==> src/rtl/alu_pipe_pkg.sv <==
`default_nettype none
// +--------------------------------------------------------------------+
// | alu_pipe_pkg : opcode, flag and FSM state types for alu_pipe       |
// | Rev 1.0                                                            |
// +--------------------------------------------------------------------+
package alu_pipe_pkg;

  typedef enum logic [3:0] {
    OP_PASSA = 4'd0,
    OP_PASSB = 4'd1,
    OP_ADD   = 4'd2,
    OP_SUB   = 4'd3,
    OP_AND   = 4'd4,
    OP_OR    = 4'd5,
    OP_XOR   = 4'd6,
    OP_SHL   = 4'd7,
    OP_SHR   = 4'd8,
    OP_MUL   = 4'd9
  } alu_op_t;

  typedef struct packed {
    logic zero;
    logic carry;
    logic negative;
    logic overflow;
  } alu_flags_t;

  typedef enum logic [1:0] {
    ST_IDLE = 2'd0,
    ST_MUL  = 2'd1,
    ST_DONE = 2'd2
  } alu_state_t;

endpackage
`default_nettype wire

==> src/rtl/alu_mul_seq.sv <==
`default_nettype none
// +--------------------------------------------------------------------+
// | alu_mul_seq : iterative shift-add multiplier, one bit per edge     |
// | Used by alu_pipe when ALU_PIPE_MUL_EN is defined.   Rev 1.0        |
// +--------------------------------------------------------------------+
module alu_mul_seq #(
  parameter int WIDTH = 8
) (
  input  logic                 clk,
  input  logic                 rst,
  input  logic                 start,
  input  logic [WIDTH-1:0]     a,
  input  logic [WIDTH-1:0]     b,
  output logic                 busy,
  output logic                 done,
  output logic [2*WIDTH-1:0]   product
);

  localparam int CNT_W = $clog2(WIDTH);

  logic [2*WIDTH-1:0] mcand;
  logic [2*WIDTH-1:0] acc;
  logic [WIDTH-1:0]   mplier;
  logic [CNT_W-1:0]   cnt;

  always_ff @(posedge clk or posedge rst) begin
    if (rst) begin
      busy   <= 1'b0;
      mcand  <= '0;
      acc    <= '0;
      mplier <= '0;
      cnt    <= '0;
    end else if (start && !busy) begin
      busy   <= 1'b1;
      mcand  <= {{WIDTH{1'b0}}, a};
      acc    <= '0;
      mplier <= b;
      cnt    <= CNT_W'(WIDTH - 1);
    end else if (busy) begin
      if (mplier[0]) begin
        acc <= acc + mcand;
      end
      mcand  <= mcand << 1;
      mplier <= mplier >> 1;
      if (cnt == '0) begin
        busy <= 1'b0;
      end else begin
        cnt <= cnt - 1'b1;
      end
    end
  end

  // High during the final step, so the owner can advance on the same edge.
  assign done    = busy && (cnt == '0);
  assign product = acc;

endmodule
`default_nettype wire

==> src/rtl/alu_pipe.sv <==
`default_nettype none
// +--------------------------------------------------------------------+
// | alu_pipe : handshaked WIDTH-bit ALU with registered result/flags   |
// | Define ALU_PIPE_MUL_EN to add the iterative MUL op.  Rev 1.0       |
// +--------------------------------------------------------------------+
module alu_pipe
  import alu_pipe_pkg::*;
#(
  parameter int WIDTH      = 8,
  parameter int MUL_CYCLES = WIDTH
) (
  input  logic             clk,
  input  logic             rst,
  input  logic             in_valid,
  output logic             in_ready,
  input  logic [3:0]       op,
  input  logic [WIDTH-1:0] accum,
  input  logic [WIDTH-1:0] data,
  output logic             out_valid,
  input  logic             out_ready,
  output logic [WIDTH-1:0] out,
  output logic             zero,
  output logic             carry,
  output logic             negative,
  output logic             overflow,
  output logic             busy
);

  if (WIDTH < 4 || WIDTH > 32 || MUL_CYCLES != WIDTH) begin : g_cfg_check
    $error("alu_pipe: WIDTH must be 4..32 and MUL_CYCLES must equal WIDTH");
  end

  alu_state_t       state;
  alu_flags_t       flags;
  alu_flags_t       res_flags;
  alu_flags_t       nxt_flags;
  logic [WIDTH-1:0] res;
  logic [WIDTH-1:0] nxt_out;
  logic [WIDTH:0]   sum;
  logic [WIDTH:0]   diff;
  logic             accept;
  logic             handoff;
  logic             load;

  assign in_ready = !rst && (state == ST_IDLE) && (!out_valid || out_ready);
  assign accept   = in_valid && in_ready;
  assign handoff  = out_valid && out_ready;

  always_comb begin
    sum       = {1'b0, accum} + {1'b0, data};
    diff      = {1'b0, accum} - {1'b0, data};
    res       = accum;
    res_flags = '0;
    case (alu_op_t'(op))
      OP_PASSA: res = accum;
      OP_PASSB: res = data;
      OP_ADD: begin
        res                = sum[WIDTH-1:0];
        res_flags.carry    = sum[WIDTH];
        res_flags.overflow = (accum[WIDTH-1] == data[WIDTH-1]) &&
                             (res[WIDTH-1] != accum[WIDTH-1]);
      end
      OP_SUB: begin
        res                = diff[WIDTH-1:0];
        res_flags.carry    = diff[WIDTH];
        res_flags.overflow = (accum[WIDTH-1] != data[WIDTH-1]) &&
                             (res[WIDTH-1] != accum[WIDTH-1]);
      end
      OP_AND: res = accum & data;
      OP_OR:  res = accum | data;
      OP_XOR: res = accum ^ data;
      OP_SHL: begin
        res             = accum << 1;
        res_flags.carry = accum[WIDTH-1];
      end
      OP_SHR: begin
        res             = accum >> 1;
        res_flags.carry = accum[0];
      end
      // MUL is handled by the sequencer; illegal codes pass accum through.
      default: res = accum;
    endcase
    res_flags.zero     = (res == '0);
    res_flags.negative = res[WIDTH-1];
  end

`ifdef ALU_PIPE_MUL_EN
  alu_state_t         state_nxt;
  alu_flags_t         mul_flags;
  logic [2*WIDTH-1:0] product;
  logic               mul_done;
  logic               is_mul;

  assign is_mul = (op == OP_MUL);

  alu_mul_seq #(
    .WIDTH (WIDTH)
  ) u_mul (
    .clk     (clk),
    .rst     (rst),
    .start   (accept && is_mul),
    .a       (accum),
    .b       (data),
    .busy    (busy),
    .done    (mul_done),
    .product (product)
  );

  always_ff @(posedge clk or posedge rst) begin
    if (rst) begin
      state <= ST_IDLE;
    end else begin
      state <= state_nxt;
    end
  end

  always_comb begin
    state_nxt = state;
    case (state)
      ST_IDLE: if (accept && is_mul) state_nxt = ST_MUL;
      ST_MUL:  if (mul_done) state_nxt = ST_DONE;
      ST_DONE: state_nxt = ST_IDLE;
      default: state_nxt = ST_IDLE;
    endcase
  end

  always_comb begin
    mul_flags          = '0;
    mul_flags.carry    = |product[2*WIDTH-1:WIDTH];
    mul_flags.zero     = (product[WIDTH-1:0] == '0);
    mul_flags.negative = product[WIDTH-1];
  end

  always_comb begin
    nxt_out   = res;
    nxt_flags = res_flags;
    load      = accept && !is_mul;
    if (state == ST_DONE) begin
      nxt_out   = product[WIDTH-1:0];
      nxt_flags = mul_flags;
      load      = 1'b1;
    end
  end
`else
  assign state = ST_IDLE;
  assign busy  = 1'b0;

  always_comb begin
    nxt_out   = res;
    nxt_flags = res_flags;
    load      = accept;
  end
`endif

  // An accepted MUL also lands in the drop branch, clearing out_valid while it iterates.
  always_ff @(posedge clk or posedge rst) begin
    if (rst) begin
      out       <= '0;
      flags     <= '0;
      out_valid <= 1'b0;
    end else if (load) begin
      out       <= nxt_out;
      flags     <= nxt_flags;
      out_valid <= 1'b1;
    end else if (accept || handoff) begin
      out_valid <= 1'b0;
    end
  end

  assign zero     = flags.zero;
  assign carry    = flags.carry;
  assign negative = flags.negative;
  assign overflow = flags.overflow;

endmodule
`default_nettype wire

==> config.mk <==
export PLATFORM = sky130hd
export DESIGN_NAME = alu_pipe
export DESIGN_NICKNAME = d
export VERILOG_FILES = /design/src/rtl/alu_pipe_pkg.sv /design/src/rtl/alu_mul_seq.sv /design/src/rtl/alu_pipe.sv
export SDC_FILE = /design/constraint.sdc
export NUM_CORES = 1
export LEC_CHECK = 0
export CELL_PAD_IN_SITES_DETAIL_PLACEMENT = 2
export CELL_PAD_IN_SITES_GLOBAL_PLACEMENT = 2
export CORE_MARGIN = 2
export CORE_UTILIZATION = 33
export DETAILED_ROUTE_END_ITERATION = 12
export PLACE_DENSITY_LB_ADDON = 0.3
export SLEW_MARGIN = 15
export SYNTH_ARGS = -nofsm -noshare
export SYNTH_HDL_FRONTEND = slang
export SYNTH_HIERARCHICAL = 1
export SYNTH_SLANG_ARGS = --single-unit
==> constraint.sdc <==
create_clock -name clk -period 4.65 [get_ports clk]
set_clock_uncertainty 0.05 [all_clocks]
set_input_delay 0.93 -clock clk [delete_from_list [all_inputs] [get_ports clk]]
set_output_delay 0.93 -clock clk [all_outputs]
set_load 0.005 [all_outputs]
Yosys cells after proc, flatten, opt, wreduce, memory -nomap -nowiden
Index checks and enable logic that the tools add are counted.
{ "word_totals": {"memories": 0, "latchBits": 0, "output_inout_bits": 15, "wordCells": 39, "register_bits": 13, "ramBits": 0, "in_bits": 24, "mem_bits_ro": 0} }
{ "classes": {"n_lt_le_gt_ge": 0, "addsub": 2, "muxes": 5, "eq_ne": 12, "n_shift": 0, "n_mul": 0, "reduce_logical": 11, "n_div": 0, "bitwise_logic": 3} }
{ "op_table": {"columns": ["operator", "count"], "rows": [
  ["$pmux W8 S8", 1],
  ["$eq A4 B3 Y1 const B", 4],
  ["$add A8 B8 Y9", 1],
  ["$sub A8 B8 Y9", 1],
  ["$and A8 B8 Y8", 1],
  ["$eq A4 B2 Y1 const B", 2],
  ["$logic_not A8 Y1", 1],
  ["$or A8 B8 Y8", 1],
  ["$xor A8 B8 Y8", 1],
  ["$logic_and A1 B1 Y1", 5],
  ["$eq A4 B1 Y1 const B", 1],
  ["$eq A4 B4 Y1 const B", 1],
  ["$pmux W1 S4", 1],
  ["$ne A1 B1 Y1", 3],
  ["$logic_not A1 Y1", 2],
  ["$logic_or A1 B1 Y1", 2],
  ["$mux W1", 2],
  ["$pmux W1 S2", 1],
  ["$reduce_bool A2 Y1", 1],
  ["$eq A1 B1 Y1", 1]
]} }

Depth between registers and ports, before layout
Gate-level depths: netlist of the first run.
{ "depth": {"ltp_word": 7, "depth_mapped": 11, "mapped_depth_nobuf": 11} }

Worst setup path after synthesis of the first run
No wires, ideal clock.
{ "synth_path": {"path_type": "input port to flip-flop", "startpoint": "input accum[0]", "endpoint": "register flags (netlist bit zero)", "path_stages": 11, "slack_ns": 1.513, "n_path_buf": 0, "arrival_ns": 2.992, "setup_time_ns": 0.095, "cell_sequence": "inv_1 > ha_1 > inv_1 > fa_1 > nor2b_1 > o21ai_0 > a21boi_0 > o21ai_0 > a31oi_1 > or4_1 > o31ai_1"} }
{ "synth_via": {"elab_chain_cells": 3, "elab_cells_between_ends": 7} }
{ "synth_rtl": {"columns": ["item", "line", "rtl"], "rows": [
  ["start: declaration", "alu_pipe.sv:17", "input logic [WIDTH-1:0] accum,"],
  ["$sub A8 B8 Y9 (tied with other cells)", "alu_pipe.sv:51", "diff = {1'b0, accum} - {1'b0, data};"],
  ["$pmux W8 S8 (*)", "alu_pipe.sv:54", "case (alu_op_t'(op))"],
  ["$logic_not A8 Y1 (*)", "alu_pipe.sv:83", "res_flags.zero = (res == '0);"],
  ["end signal: assignment", "alu_pipe.sv:163", "flags <= nxt_flags;"],
  ["end: declaration", "alu_pipe.sv:34", "alu_flags_t flags;"]
]} }
Every way passes the cells marked *; elsewhere a longest branch is shown, timed or not.
A chain may end at the register's enable or synchronous reset.

Worst setup path after layout of the first run
Same ends and word-level chain as after synthesis.

==> results of run 1 <==
metal layers:
metal | global-route usage [%] | vias up | wire length (um)
met5 | 0 | - | 0
met4 | 4.18 | 0 | 99
met3 | 1.28 | 9 | 294
met2 | 42.5 | 56 | 4060
met1 | 30.4 | 1128 | 3760
li1 | - | 1071 | -
stage by stage:
stage	hold WS, ns	cells	power (uW)	setup slack, ns	utilization [%]
detailed placement	0.432	383	404	0.501	40.5
floorplan	0.423	276	284	1.51	-
finish	0.443	387	522	0.676	41.4
CTS	0.461	387	525	0.733	41.4
global route	0.490	387	556	0.528	41.4
global placement	0.414	383	391	0.538	40.5
sequential cells by signal, indices dropped and copies added (netlist names):
name / cells
out: 8
carry: 1
out_valid: 1
overflow: 1
zero: 1
power by group:
part | switching, uW | internal, uW
Sequential | 13.1 | 123
Combinational | 141 | 127
Clock | 42.8 | 75.0
layout make-up:
| class | instances | area, sq um |
|---|---|---|
| clock buffer | 4 | 55.1 |
| fill | 738 | 3700 |
| inverter | 27 | 101 |
| multi-input combinational | 220 | 1610 |
| sequential | 12 | 300 |
| tap | 77 | 96.3 |
| timing repair buffer | 47 | 445 |
tightest hold or removal path, delay by kind of cell (launching register included):
kind | cells | cell delay, ns
AOI/OAI and AO/OA | 1 | 0.06
DFF | 1 | 0.34
and+or+nand+nor | 1 | 0.05
path summary, 6_finish.rpt:
path                       slack (ns)      to  cells past startpoint  startpoint
max in group asynchronous        3.46  out[5]                      3         rst
min in group asynchronous        0.93  out[2]                      3         rst
max reg2reg                      2.48    zero                      8   out_valid
min reg2reg                      0.44  out[1]                      2      out[1]
max                              0.68    zero                     12    accum[0]
min                              0.44  out[1]                      2      out[1]
cells by family after synthesis:
kind of cell	Yosys count	synth area share, %
xor+xnor	2	0.819
buf+inv	44	10.5
simple gates	90	25.4
mux	6	3.68
flops	12	14.0
other cells	1	0.175
fa+ha+maj	27	16.5
compound gates	94	28.9
cells in the mapped netlist, drive strengths merged, types with 5 or more instances:
master | instances | area (sq um)
and2 | 5 | 33.8
nand2b | 6 | 37.5
o21ai | 25 | 125
nand2 | 19 | 71.3
a21oi | 20 | 100
or3 | 5 | 31.3
inv | 27 | 101
nor2 | 15 | 58.8
ha | 25 | 313
mux2 | 5 | 56.3
o31ai | 5 | 37.5
nor2b | 11 | 78.8
buf | 15 | 116
a31oi | 6 | 37.5
nor3 | 5 | 41.3
dfrtp | 12 | 300
nand3 | 7 | 35.0
placed cells by master (no fill, tap or decap), types with 3 or more instances in the layout:
master / Yosys / layout
and2_1: 4 / 4
inv_1: 27 / 27
mux2_2: 5 / 5
nand2b_1: 6 / 6
buf_4: 4 / 10
clkbuf_8: 0 / 4
nor2b_1: 9 / 9
nand3_1: 7 / 7
a22oi_1: 4 / 4
or3_1: 5 / 5
dfrtp_1: 12 / 12
a31oi_1: 6 / 6
nor3_1: 3 / 3
o31ai_1: 5 / 5
nor3b_1: 3 / 3
nor4_1: 3 / 3
a21oi_1: 20 / 20
o22ai_1: 4 / 4
clkdlybuf4s50_1: 0 / 37
a21o_1: 3 / 3
nand2_1: 19 / 19
nor2_1: 14 / 14
o21ai_0: 24 / 24
ha_1: 25 / 25
==> flow_metrics.tcl, run 1 <==
set metrics [dict create \
    slowest_stage "or4_1" \
    synthFlopType "dfrtp_1" \
    powerDensity_nw_per_um2 200 \
    cpLargestDelayFamily "compound AO/OA/AOI/OAI gates" \
    layout-drive-gt1-share_pct 10.0 \
    antenna_cells 0 \
    cts.clk_slew.worst_paths_ns 0.06 \
    grt_pass1_vias 2425 \
    dpl_cell_area_sq_um 2560 \
    hold_buffers 0 \
    cts_root_buf "clkbuf_8" \
    antenna_found_initial 0 \
    max-vdd-ir-drop_uv 156 \
    postCtsSetupBuffers 0 \
    path_max_fanout 4 \
    rsz0062_at_grt "no" \
    core-area_sq_um 6310 \
    die_area_sq_um 7140 \
    crit_buf_inv 3 \
    hold_viol 0 \
    h-tree-depth 1 \
    cts_inserted_buffers 3 \
    insertion_delay_ns 0.25 \
    ys_seq_elements 12 \
    cp-start-kind "input pin" \
    max_freq_ghz 0.252 \
    gr-usage-all-layers_pct 23.3 \
    numPortBuffers 37 \
    cp-end-kind "flop" \
    drt_iter0_markers 83 \
    syn_inst 276 \
    pin_count 39 \
    tns_ns 0 \
    synthDistinctLibCells 65 \
    cp_data_required_time_ns 4.76 \
    period_share_pct 85.5 \
    ys_seq_area_share_pct 14.0 \
    grt_max_degree 20 \
    worst_pin_slew_ns 1.06 \
    clock_path_buffers 2 \
    arrival_ns 4.08 \
    routed_wl_um 8210 \
    place_congestion 0.877 \
    drc 0 \
    dr.pass1.iters 4 \
    cts_tree "built" \
    cts.sinks 12 \
    rows 29 \
    maxCapViolCount 0 \
    finalSetupViolCount 0 \
    vias 2264 \
    finalMaxSlewViolations 0 \
    ys_warn_count 6 \
    final_cell_area_sq_um 2610 \
    path_cells "clkdlybuf4s50_1 -> inv_1 -> ha_1 -> inv_1 -> fa_1 -> nor2b_1 -> o21ai_0 -> a21boi_0 -> o21ai_0 -> a31oi_1 -> or4_1 -> o31ai_1" \
    fp.dieH_um 84.5 \
    drt-vias-per-instance 5.85 \
    die_w_um 84.5 \
    grt_pass1_wl_um 13200 \
    synth_nets 327 \
    nNetsFinal 362 \
    slowest_delay_ns 0.54 \
    cts_resized 0 \
    start_util_pct 33.9 \
    synth.cell_area_sq_um 2140 \
    status "completed" \
    worstSetupPathType "input pin to flop" \
    p_leak_uw 0.00110 \
    maxSlewHeadroom_pct 29.4 \
    synth_edf_count 0 \
    grt_overflow 0 \
    ys_async_sr_fraction_pct 100 \
    wire_per_inst_um 21.2 \
    area_growth_pct 22.1 \
    min_path_type "flop to flop" \
    synth.avg_cell_area_sq_um 7.75 \
    min_period_ns 3.97 \
    antenna_left 0 \
    dp_hpwl_um 6590 \
]
No activity file was read; power rests on OpenSTA's default activity.
==> inputs of run 2 (changes only) <==
--- a/config.mk
+++ b/config.mk
@@ -7,6 +7,7 @@
 export LEC_CHECK = 0
 export CELL_PAD_IN_SITES_DETAIL_PLACEMENT = 2
 export CELL_PAD_IN_SITES_GLOBAL_PLACEMENT = 2
+export CORE_ASPECT_RATIO = 1.2
 export CORE_MARGIN = 2
 export CORE_UTILIZATION = 33
 export DETAILED_ROUTE_END_ITERATION = 12
==> run 2 against run 1 <==
  * Die area hardly changed
  * Non-clock buffer count unchanged
  * Via count up 2.6%
  * Utilization down 0.18 points
  * Cell area is 0.38% higher
  * Clock power down 3%
  * Sequential cell count did not move
  * First-iteration DRC count is 11% lower
  * Global-route usage is 0.96 points higher
  * Critical path depth unchanged
==> flow_metrics.tcl, run 2 (synthesis gave the netlist of run 1 again) <==
set metrics [dict create \
    grt_overflow 0 \
    grt_max_degree 23 \
    grt_pass1_wl_um 13400 \
    dpl_cell_area_sq_um 2570 \
    p_total_uw 517 \
    antenna_cells 0 \
    worstReg2RegEnd "zero" \
    largest_reg_flops 8 \
    worst_pin_slew_ns 0.729 \
    p_leak_uw 0.00110 \
    max-vdd-ir-drop_uv 108 \
    insertion_delay_ns 0.24 \
    antenna_left 0 \
    ff2ff_setup_slack_ns 2.45 \
    p_int_uw 325 \
    h-tree-depth 1 \
    combinationalPowerShare_pct 51.9 \
    final_cell_area_sq_um 2620 \
    path_max_fanout 4 \
    dp_hpwl_um 6600 \
    critPathCapture "zero" \
    core-area_sq_um 6370 \
    fillers 757 \
    drt-vias-per-instance 5.88 \
    seqCellArea_sq_um 300 \
    maxSlewHeadroom_pct 51.3 \
    hold_viol 0 \
    net-switching-power_uw 191 \
    cts_root_buf "clkbuf_8" \
    worstSetupPathType "input pin to flop" \
    status "completed" \
    period_share_pct 88.5 \
    cts.sinks 12 \
    powerDensity_nw_per_um2 197 \
    cp_data_required_time_ns 4.74 \
    hold_buffers 0 \
    place_congestion 0.962 \
    p_seq_share_pct 26.1 \
    routed_wl_um 8400 \
    largest_register "out" \
    drt_iter0_markers 74 \
    min_period_ns 4.11 \
    tns_ns 0 \
    grt_pass1_vias 2490 \
    start_util_pct 33.6 \
    rsz0062_at_grt "no" \
    finalMaxSlewViolations 0 \
    postCtsSetupBuffers 0 \
    numPortBuffers 37 \
    path_cells "clkdlybuf4s50_1 -> inv_1 -> ha_1 -> inv_1 -> fa_1 -> nor2b_1 -> o21ai_0 -> a21boi_0 -> o21ai_0 -> a31oi_1 -> or4_1 -> o31ai_1" \
    area_growth_pct 22.6 \
    r2r-start "out_valid" \
    pin_count 39 \
    rows 32 \
    pwr-share-clk_pct 22.0 \
    finalSetupViolCount 0 \
    antenna_found_initial 0 \
    layout-drive-gt1-share_pct 10.0 \
    r2r_cells 8 \
    cts_inserted_buffers 3 \
    cts.clk_slew.worst_paths_ns 0.05 \
    gr-usage-all-layers_pct 24.2 \
    arrival_ns 4.20 \
    min_path_type "flop to flop" \
    cp-startpoint "accum[0]" \
    cp-start-kind "input pin" \
    p_sw_share_pct 37.1 \
    slowest_delay_ns 0.53 \
    max_freq_ghz 0.243 \
    cts_tree "built" \
    holdWs_ns 0.434 \
    clock_path_buffers 2 \
    fp.dieH_um 92.2 \
    final_cell_mix "clkdlybuf4s50_1 (37), inv_1 (27), ha_1 (25)" \
    maxCapViolCount 0 \
    drc 0 \
    cts_resized 0 \
    slowest_stage "or4_1" \
    final_common_cell "clkdlybuf4s50_1" \
    nNetsFinal 362 \
    multiInputGateArea_sq_um 1610 \
    die_w_um 77.5 \
    cp-end-kind "flop" \
    vias 2322 \
    wire_per_inst_um 21.3 \
    dr.pass1.iters 4 \
    die_area_sq_um 7150 \
]
==> run 2: cell counts in the layout (fill, tap and decap cells not counted) <==
Identical to the previous run, type by type.
==> run 2: metrics by stage <==
stage / utilization (%) / std cells / setup slack (ns)
floorplan: - / 276 / 1.51
global placement: 40.3 / 391 / 0.501
detailed placement: 40.3 / 391 / 0.341
CTS: 41.2 / 395 / 0.551
global route: 41.2 / 395 / 0.338
finish: 41.2 / 395 / 0.537
==> run 2: power groups by stage <==
| stage | registers, uW | clock network (uW) | logic, uW |
|---|---|---|---|
| 3_3_place_gp | 134 | 0 | 257 |
| 4_1_cts | 135 | 117 | 268 |
| 3_5_place_dp | 137 | 0 | 266 |
| 2_1_floorplan | 136 | 0 | 148 |
| 5_1_grt | 138 | 123 | 294 |
| 6_report | 135 | 114 | 268 |
==> run 2: worst max-delay path, delay by kind of cell <==
| family | cells | cell delay [ns] |
|---|---|---|
| compound gates | 5 | 1.17 |
| buf+inv | 3 | 0.74 |
| simple gates | 2 | 0.70 |
| fa+ha+maj | 2 | 0.66 |
==> run 2: per-layer routing <==
layer | GRT usage [%] | vias up | share of wire [%]
li1 | - | 1066 | -
met1 | 28.8 | 1161 | 42
met2 | 43.3 | 69 | 50
met3 | 1.57 | 26 | 3.4
met4 | 12.5 | 0 | 4.3
met5 | 0 | - | 0
==> run 2: area by class of cell <==
cell class | instances | area share (%)
clock buffers | 4 | 2.10
well taps | 85 | 4.06
flip-flops and latches | 12 | 11.5
multi-input cells | 220 | 61.5
repair buffers | 47 | 17.0
inverters | 27 | 3.86
==> run 2: worst min-delay path by stage <==
stage,end,cells after the start,slack (ns),from
global placement,out[1],2,0.41,out[1]
detailed placement,out[2],2,0.43,out[2]
finish,out[2],2,0.43,out[2]
CTS,out[2],2,0.44,out[2]
global route,out[2],2,0.46,out[2]
floorplan,zero,2,0.42,zero
==> inputs of run 3 (changes only) <==
--- a/config.mk
+++ b/config.mk
@@ -8,7 +8,6 @@
 export CELL_PAD_IN_SITES_DETAIL_PLACEMENT = 2
 export CELL_PAD_IN_SITES_GLOBAL_PLACEMENT = 2
 export CORE_ASPECT_RATIO = 1.2
-export CORE_MARGIN = 2
 export CORE_UTILIZATION = 33
 export DETAILED_ROUTE_END_ITERATION = 12
 export PLACE_DENSITY_LB_ADDON = 0.3
==> run 3 against run 2 <==
  * Cell area fell by 0.95%
  * Register-to-register slack worse by 0.09 ns
  * Fmax increased by 6.0%
  * Non-clock buffer count shrank 1
  * Critical endpoint unchanged
  * Largest cell class unchanged
==> flow_metrics.tcl, run 3 (synthesis gave the netlist of run 1 again) <==
set metrics [dict create \
    grt_overflow 0 \
    cts_tree "built" \
    drt_iter0_markers 139 \
    h-tree-depth 1 \
    vias 2300 \
    cts.clk_slew.worst_paths_ns 0.05 \
    hold_viol 0 \
    pin_count 39 \
    ff2ff_setup_slack_ns 2.36 \
    cp-end-kind "flop" \
    largest_register "out" \
    area_growth_pct 21.4 \
    place_congestion 0.945 \
    worst_pin_slew_ns 0.621 \
    grt_pass1_wl_um 13400 \
    tns_ns 0 \
    period_share_pct 83.5 \
    finalSetupViolCount 0 \
    final_common_cell "clkdlybuf4s50_1" \
    layout-drive-gt1-share_pct 9.42 \
    cp-start-kind "input pin" \
    min_period_ns 3.88 \
    p_leak_uw 0.00109 \
    antenna_cells 0 \
    dr.pass1.iters 4 \
    slowest_stage "or4_1" \
    clock_path_buffers 2 \
    path_cells "clkdlybuf4s50_1 -> inv_1 -> ha_1 -> inv_1 -> fa_1 -> nor2b_1 -> o21ai_0 -> a21boi_0 -> o21ai_0 -> a31oi_1 -> or4_1 -> o31ai_1" \
    cts_resized 0 \
    powerDensity_nw_per_um2 193 \
    holdWs_ns 0.436 \
    die_w_um 75.5 \
    dp_hpwl_um 6720 \
    cts_root_buf "clkbuf_8" \
    grt_pass1_vias 2471 \
    slowest_delay_ns 0.55 \
    cts.sinks 12 \
    finalMaxSlewViolations 0 \
    maxSlewHeadroom_pct 58.5 \
    insertion_delay_ns 0.25 \
    maxCapViolCount 0 \
    rows 31 \
    start_util_pct 34.9 \
    max-vdd-ir-drop_uv 123 \
    rsz0062_at_grt "no" \
    fp.dieH_um 90.2 \
    antenna_left 0 \
    postCtsSetupBuffers 0 \
    min_path_type "flop to flop" \
    die_area_sq_um 6810 \
    drt-vias-per-instance 5.90 \
    status "completed" \
    drc 0 \
    wire_per_inst_um 21.4 \
    nNetsFinal 361 \
    max_freq_ghz 0.258 \
    path_max_fanout 4 \
    cpLargestDelayFamily "compound AO/OA/AOI/OAI gates" \
    cts_inserted_buffers 3 \
    routed_wl_um 8340 \
    gr-usage-all-layers_pct 26.3 \
    final_cell_mix "clkdlybuf4s50_1 (37), inv_1 (27), ha_1 (25)" \
    arrival_ns 3.97 \
    largest_reg_flops 8 \
    worstSetupPathType "input pin to flop" \
    cp_data_required_time_ns 4.74 \
    core-area_sq_um 6130 \
    antenna_found_initial 0 \
    hold_buffers 0 \
    crit_buf_inv 3 \
    grt_max_degree 33 \
    numPortBuffers 37 \
]
-- run 3: where the power goes --
| group | total [uW] | internal [uW] | switching (uW) |
|---|---|---|---|
| Clock | 98.4 | 57.4 | 41.1 |
| Sequential | 135 | 123 | 11.8 |
| Combinational | 269 | 127 | 143 |
-- run 3: final timing paths --
path                           start     end  depth (start not counted)
max                         accum[0]    zero                         12
min                           out[1]  out[1]                          2
max reg2reg                out_valid    zero                          8
min reg2reg                   out[1]  out[1]                          2
max in group asynchronous        rst  out[6]                          2
min in group asynchronous        rst  out[4]                          2
-- run 3: layout make-up --
class	instances	area, sq um
Clock buffer	3	41.3
Fill cell	752	3530
Inverter	27	101
Multi-Input combinational cell	220	1610
Sequential cell	12	300
Tap cell	82	103
Timing Repair Buffer	46	438
-- run 3: per-stage QoR --
stage / utilization [%] / instance area (sq um) / std cells / setup WS, ns / total power [uW]
6_report: 42.4 / 2600 / 390 / 0.769 / 502
5_1_grt: 42.4 / 2600 / 390 / 0.588 / 533
4_1_cts: 42.4 / 2600 / 390 / 0.802 / 505
3_5_place_dp: 41.7 / 2560 / 387 / 0.571 / 405
3_3_place_gp: 41.7 / 2560 / 387 / 0.753 / 390
2_1_floorplan: - / 2140 / 276 / 1.51 / 284
-- run 3: routing by layer --
layer  routed length [um]  share of wire [%]  vias up  GRT usage [%]
met5                    0                  0        -              0
met4                  277                3.3        0           10.6
met3                  264                3.2       20           1.79
met2                 4320                 52       65           45.8
met1                 3480                 42     1152           32.3
li1                     -                  -     1063              -
-- run 3: worst reg2reg max path: cells and delay by family, from the launching register on --
family	cells	cell delay, ns
AO/OA/AOI/OAI	4	0.77
buffers and inverters	1	0.24
flip-flops	1	0.39
AND/OR/NAND/NOR	3	0.73
